`src/rtl/div32x32_seq_if.sv`:
```
// Start/busy handshake bundle for the sequential 32-bit divider.
// The host drives operands and start; the divider returns status and results.
interface div32x32_seq_if #(
    parameter int WIDTH = 32
);
    logic             start;
    logic [WIDTH-1:0] dividend;
    logic [WIDTH-1:0] divisor;
    logic             busy;
    logic             done;
    logic [WIDTH-1:0] quotient;
    logic [WIDTH-1:0] remainder;
    logic             div_by_zero;

    modport master (
        output start, dividend, divisor,
        input  busy, done, quotient, remainder, div_by_zero
    );

    modport slave (
        input  start, dividend, divisor,
        output busy, done, quotient, remainder, div_by_zero
    );
endinterface

```
`src/rtl/div32x32_seq.sv`:
```
// Sequential 32-bit unsigned restoring divider, one quotient bit per cycle.
// Optional DIV32_FAST_SKIP_EN skips leading zero bytes of the dividend.
module div32x32_seq #(
    parameter int WIDTH = 32
) (
    input  logic           clk,
    input  logic           reset,
    div32x32_seq_if.slave  bus
);
    typedef enum logic [1:0] {IDLE, CALC, DONE} state_t;

    state_t           state_reg, state_next;
    logic [WIDTH-1:0] d_reg, r_reg, q_reg, divisor_reg;
    logic [WIDTH-1:0] quotient_reg, remainder_reg;
    logic             dbz_reg;
    logic [5:0]       cnt_reg;

    logic [WIDTH-1:0] d_load;
    logic [5:0]       cnt_load;
    logic             load_zero;

`ifdef DIV32_FAST_SKIP_EN
    logic [3:0] byte_zero;
    logic [2:0] lz_bytes;

    genvar gi;
    generate
        for (gi = 0; gi < 4; gi++) begin : g_byte_zero
            assign byte_zero[gi] = (bus.dividend[8*gi +: 8] == 8'd0);
        end
    endgenerate

    always_comb begin
        lz_bytes = 3'd0;
        if (!byte_zero[3])      lz_bytes = 3'd0;
        else if (!byte_zero[2]) lz_bytes = 3'd1;
        else if (!byte_zero[1]) lz_bytes = 3'd2;
        else if (!byte_zero[0]) lz_bytes = 3'd3;
        else                    lz_bytes = 3'd4;
    end

    // Zero bytes shifted out up front contribute only zero quotient bits.
    assign d_load    = bus.dividend << {lz_bytes, 3'b000};
    assign cnt_load  = 6'd32 - {lz_bytes, 3'b000};
    assign load_zero = (lz_bytes == 3'd4);
`else
    assign d_load    = bus.dividend;
    assign cnt_load  = 6'd32;
    assign load_zero = 1'b0;
`endif

    // One restoring step: shift in the next dividend bit, try the subtraction.
    logic [WIDTH-1:0] r_shift, r_step, q_step;
    logic [WIDTH:0]   trial;
    logic             q_bit;

    always_comb begin
        r_shift = {r_reg[WIDTH-2:0], d_reg[WIDTH-1]};
        trial   = {1'b0, r_shift} - {1'b0, divisor_reg};
        q_bit   = ~trial[WIDTH];
        r_step  = q_bit ? trial[WIDTH-1:0] : r_shift;
        q_step  = {q_reg[WIDTH-2:0], q_bit};
    end

    always_ff @(posedge clk) begin
        if (reset) state_reg <= IDLE;
        else       state_reg <= state_next;
    end

    always_comb begin
        state_next = state_reg;
        case (state_reg)
            IDLE: begin
                if (bus.start) begin
                    if (bus.divisor == '0 || load_zero) state_next = DONE;
                    else                                state_next = CALC;
                end
            end
            CALC:    if (cnt_reg == 6'd1) state_next = DONE;
            DONE:    state_next = IDLE;
            default: state_next = IDLE;
        endcase
    end

    always_ff @(posedge clk) begin
        if (reset) begin
            d_reg         <= '0;
            r_reg         <= '0;
            q_reg         <= '0;
            divisor_reg   <= '0;
            cnt_reg       <= '0;
            quotient_reg  <= '0;
            remainder_reg <= '0;
            dbz_reg       <= 1'b0;
        end else begin
            case (state_reg)
                IDLE: begin
                    if (bus.start) begin
                        if (bus.divisor == '0) begin
                            quotient_reg  <= '1;
                            remainder_reg <= bus.dividend;
                            dbz_reg       <= 1'b1;
                        end else begin
                            dbz_reg <= 1'b0;
                            if (load_zero) begin
                                quotient_reg  <= '0;
                                remainder_reg <= '0;
                            end
                            d_reg       <= d_load;
                            r_reg       <= '0;
                            q_reg       <= '0;
                            cnt_reg     <= cnt_load;
                            divisor_reg <= bus.divisor;
                        end
                    end
                end
                CALC: begin
                    d_reg   <= d_reg << 1;
                    r_reg   <= r_step;
                    q_reg   <= q_step;
                    cnt_reg <= cnt_reg - 6'd1;
                    // Results become visible only as DONE is entered.
                    if (cnt_reg == 6'd1) begin
                        quotient_reg  <= q_step;
                        remainder_reg <= r_step;
                    end
                end
                default: ;
            endcase
        end
    end

    assign bus.busy        = (state_reg == CALC);
    assign bus.done        = (state_reg == DONE);
    assign bus.quotient    = quotient_reg;
    assign bus.remainder   = remainder_reg;
    assign bus.div_by_zero = dbz_reg;
endmodule
```
`src/flat_wrapper.sv`:
```
// flat-port wrapper written by rule: the top's interface ports become plain ports
module div32x32_seq_flat 
#(
    parameter int WIDTH = 32
)
  (clk, reset, bus_start, bus_dividend, bus_divisor, bus_busy, bus_done, bus_quotient, bus_remainder, bus_div_by_zero);
  div32x32_seq_if #(.WIDTH(WIDTH)) bus_i ();
  input  logic clk;
  input  logic reset;
  input wire logic [$bits(bus_i.start)-1:0] bus_start;
  input wire logic [$bits(bus_i.dividend)-1:0] bus_dividend;
  input wire logic [$bits(bus_i.divisor)-1:0] bus_divisor;
  output wire logic [$bits(bus_i.busy)-1:0] bus_busy;
  output wire logic [$bits(bus_i.done)-1:0] bus_done;
  output wire logic [$bits(bus_i.quotient)-1:0] bus_quotient;
  output wire logic [$bits(bus_i.remainder)-1:0] bus_remainder;
  output wire logic [$bits(bus_i.div_by_zero)-1:0] bus_div_by_zero;
  assign bus_i.start = bus_start;
  assign bus_i.dividend = bus_dividend;
  assign bus_i.divisor = bus_divisor;
  assign bus_busy = bus_i.busy;
  assign bus_done = bus_i.done;
  assign bus_quotient = bus_i.quotient;
  assign bus_remainder = bus_i.remainder;
  assign bus_div_by_zero = bus_i.div_by_zero;
  div32x32_seq #(.WIDTH(WIDTH)) u_core (.clk(clk), .reset(reset), .bus(bus_i));
endmodule
```
`config.mk`:
```
export PLATFORM = sky130hd
export DESIGN_NAME = div32x32_seq_flat
export DESIGN_NICKNAME = d
export VERILOG_FILES = /design/src/rtl/div32x32_seq_if.sv /design/src/rtl/div32x32_seq.sv /design/src/flat_wrapper.sv
export SDC_FILE = /design/constraint.sdc
export NUM_CORES = 1
export LEC_CHECK = 0
export ABC_AREA = 1
export CORE_MARGIN = 4
export CORE_UTILIZATION = 60
export CTS_CLUSTER_DIAMETER = 80
export DETAILED_ROUTE_END_ITERATION = 10
export HOLD_SLACK_MARGIN = 0.15
export MAX_ROUTING_LAYER = met4
export PLACE_DENSITY = 0.85
export SLEW_MARGIN = 0
export SYNTH_ARGS = -nofsm -noshare
export SYNTH_HDL_FRONTEND = slang
export SYNTH_SLANG_ARGS = --single-unit
```
`constraint.sdc`:
```
create_clock -name clk -period 4.1 [get_ports clk]
set_input_delay 1.23 -clock clk [delete_from_list [all_inputs] [get_ports clk]]
set_output_delay 1.23 -clock clk [all_outputs]
set_load 0.005 [all_outputs]
```
==> flow_summary.yaml <==
setup_path:
  rr_startpoint: "u_core.divisor_reg[0]"
  rr_worst_depth: 13
  reg2reg_slack_ns: 0.94
  endpoint_kind: "flip-flop"
  critPathLaunchType: "primary input"
  worstPathRequired_ns: 4.48
  worstSetupPathType: "in2reg"
  crit_path_start: "bus_divisor[1]"
  worstPathArrival_ns: 3.64
  cp_max_fo: 32
  rr_endpoint: "u_core.r_reg[23]"
  worstSetupEndpoint: "u_core.bus.remainder[6]"
power:
  p_leak_nw: 6.64
  peakVddDrop_uv: 388
  cellPowerDensity_nw_per_um2: 401
clock_tree:
  post_cts_resized: 0
  htreeDepth: 4
  cts_buffers: 17
  cts_tree: "done"
  clockBufferDepth: 2
  clk_pin_slew_ns: 0.08
  cts.sinks: 199
  cts-root-buf: "clkbuf_16"
  cts_setup_buffers: 0
  clk_latency_ns: 0.44
  holdBufCountCts: 0
yosys:
  synth_area_leader_cell: "dfxtp_1"
  synthArstFlopShare_pct: 0
  syn_inst: 1746
  yosysTopAreaCellShare_pct: 36.5
  synth_most_common_cell: "nand2_1"
  seq_area_frac_synth_pct: 36.5
  ys_ff_latch: 199
  synth_edf_count: 0
  syn_area_per_cell_sq_um: 6.25
  syn_area_sq_um: 10900
  yosys_most_used_dff: "dfxtp_1"
  synth_area_leaders: "dfxtp_1 (36%), nand2_1 (17%), inv_1 (9.4%)"
  synth.distinct_cells: 37
  synth_common_cells: "nand2_1 (505), inv_1 (274), nor2_1 (250), dfxtp_1 (199), nand3_1 (95)"
  syn_nets: 1848
  ys_warn_count: 0
drt:
  drc: 0
  vias: 11000
  ant_nets: 0
  drt_wl_total_microns: 31300
  drt_first_pass_iters: 7
  drtIter0Drc: 1058
  avgRoutedWirePerCell_microns: 15.1
  route.detailed.vias_per_inst: 5.28
layout:
  diodes: 0
  nets: 1939
  fin_util_pct: 72.3
  fillers: 1528
  area_growth_pct: 18.6
  layout-drive-gt1-share_pct: 4.27
sta:
  slew_violations: 0
  maxSlewHeadroom_pct: 33.6
  timing.setup.tns_ns: 0
  finalSetupViolCount: 0
  final.min_clock_period_ns: 3.26
  rsz0062_at_grt: "no"
  tightest_slew_ns: 0.993
  finalCritPeriodShare_pct: 79.5
  skew_ns: 0.0134
  max_freq_mhz: 307
  hold_viol: 0
die:
  die_x_microns: 143
  io_pins: 134
  initial_core_util_pct: 61.0
  die_h_microns: 143
  row_count: 49
  core_sq_um: 17900
  dieArea_sq_um: 20400
flow_run:
  max-cap-violations: 0
placement:
  hpwlAfterDp_microns: 23000
  gp_congestion: 0.947
  io_buffers: 133
global_routing:
  grt_pass1_vias: 10300
  overflow: 0
  grt_max_degree: 80
  grt_pass1_wl_microns: 50500
  grtUsageTotal_pct: 31.6
  antenna_found_initial: 0
status:
  outcome: "completed"
min_path:
  hp-class: "reg2reg"
==> area by class of cell <==
| cell class | instances | area, sq um | share of cell area [%] |
|---|---|---|---|
| multi-input cells | 1195 | 5540 | 42.7 |
| flip-flops and latches | 199 | 3980 | 30.8 |
| repair buffers | 148 | 1500 | 11.6 |
| inverters | 276 | 1040 | 8.01 |
| clock buffers | 18 | 429 | 3.31 |
| well taps | 229 | 287 | 2.21 |
| clock inverters | 14 | 175 | 1.35 |
==> metrics by stage <==
step	hold slack, ns	instance area (sq um)	std cells	total power, mW	setup slack, ns
4_1_cts	0.461	12900	2079	5.20	0.898
5_1_grt	0.493	12900	2079	5.45	0.686
3_3_place_gp	0.434	12300	2047	3.50	0.549
2_1_floorplan	0.425	10900	1746	3.03	1.49
3_5_place_dp	0.450	12300	2047	3.52	0.457
6_report	0.458	12900	2079	5.20	0.841
==> layout by cell type (no fill, tap or decap), types with 2 or more instances in the layout <==
cell and count:
nand2_1 504, inv_1 272, nor2_1 249, dfxtp_1 199, clkdlybuf4s50_1 132, nand3_1 95
o21ai_0 80, a21oi_1 67, nor3_1 41, ha_1 34, a22oi_1 30, o21ai_1 25
nor2_2 21, clkbuf_16 17, xor2_1 15, buf_4 10, nand4_1 6, and2_1 5
or2_1 5, clkinv_8 5, buf_12 5, inv_2 3, inv_6 3, inv_8 3
nor4_1 2, nand2_2 2, or2_2 2, nand3b_1 2, clkinv_4 2
==> critical path, stage by stage <==
cell and delay [ns]:
clkdlybuf4s50_1 0.48, or2_0 0.23, nor3_1 0.19, nand3_1 0.30, o21ai_2 0.25, nand2_2 0.10, inv_2 0.31, buf_12 0.25
nor2_1 0.06, nor2_1 0.09, nand2_1 0.07, inv_1 0.05
==> per-layer routing <==
layer | share of wire [%] | routed length [microns] | GRT usage (%)
met1 | 44 | 13700 | 41.4
met2 | 47 | 14600 | 49.9
met5 | 0 | 0 | -
met4 | 2.5 | 788 | 9.80
met3 | 7.2 | 2240 | 5.69
==> where the power goes <==
group          switching, mW  internal [mW]  leakage [nW]
Combinational          0.799          0.509          4.72
Clock                  0.864          0.832         0.292
Sequential            0.0928           2.10          1.63
==> kinds of logic (layout without fill, tap and decap cells) <==
logic type / Yosys count / after routing / share of synthesized area [%]
fa+ha+maj: 35 / 35 / 4.08
flops: 199 / 199 / 36.5
buf+inv: 352 / 456 / 12.9
simple gates: 937 / 937 / 34.9
compound gates: 207 / 207 / 10.4
xor+xnor: 16 / 16 / 1.28
==> worst min-delay path by stage <==
stage	slack [ns]	endpoint	cells past startpoint	start
6_report	0.46	u_core.divisor_reg[19]	2	u_core.divisor_reg[19]
5_1_grt	0.49	u_core.divisor_reg[20]	2	u_core.divisor_reg[20]
4_1_cts	0.46	u_core.d_reg[6]	2	u_core.d_reg[6]
3_5_place_dp	0.45	u_core.d_reg[6]	2	u_core.d_reg[6]
3_3_place_gp	0.43	u_core.d_reg[6]	2	u_core.d_reg[6]
2_1_floorplan	0.42	u_core.d_reg[6]	2	u_core.d_reg[6]
No activity file was read; power rests on OpenSTA's default activity.
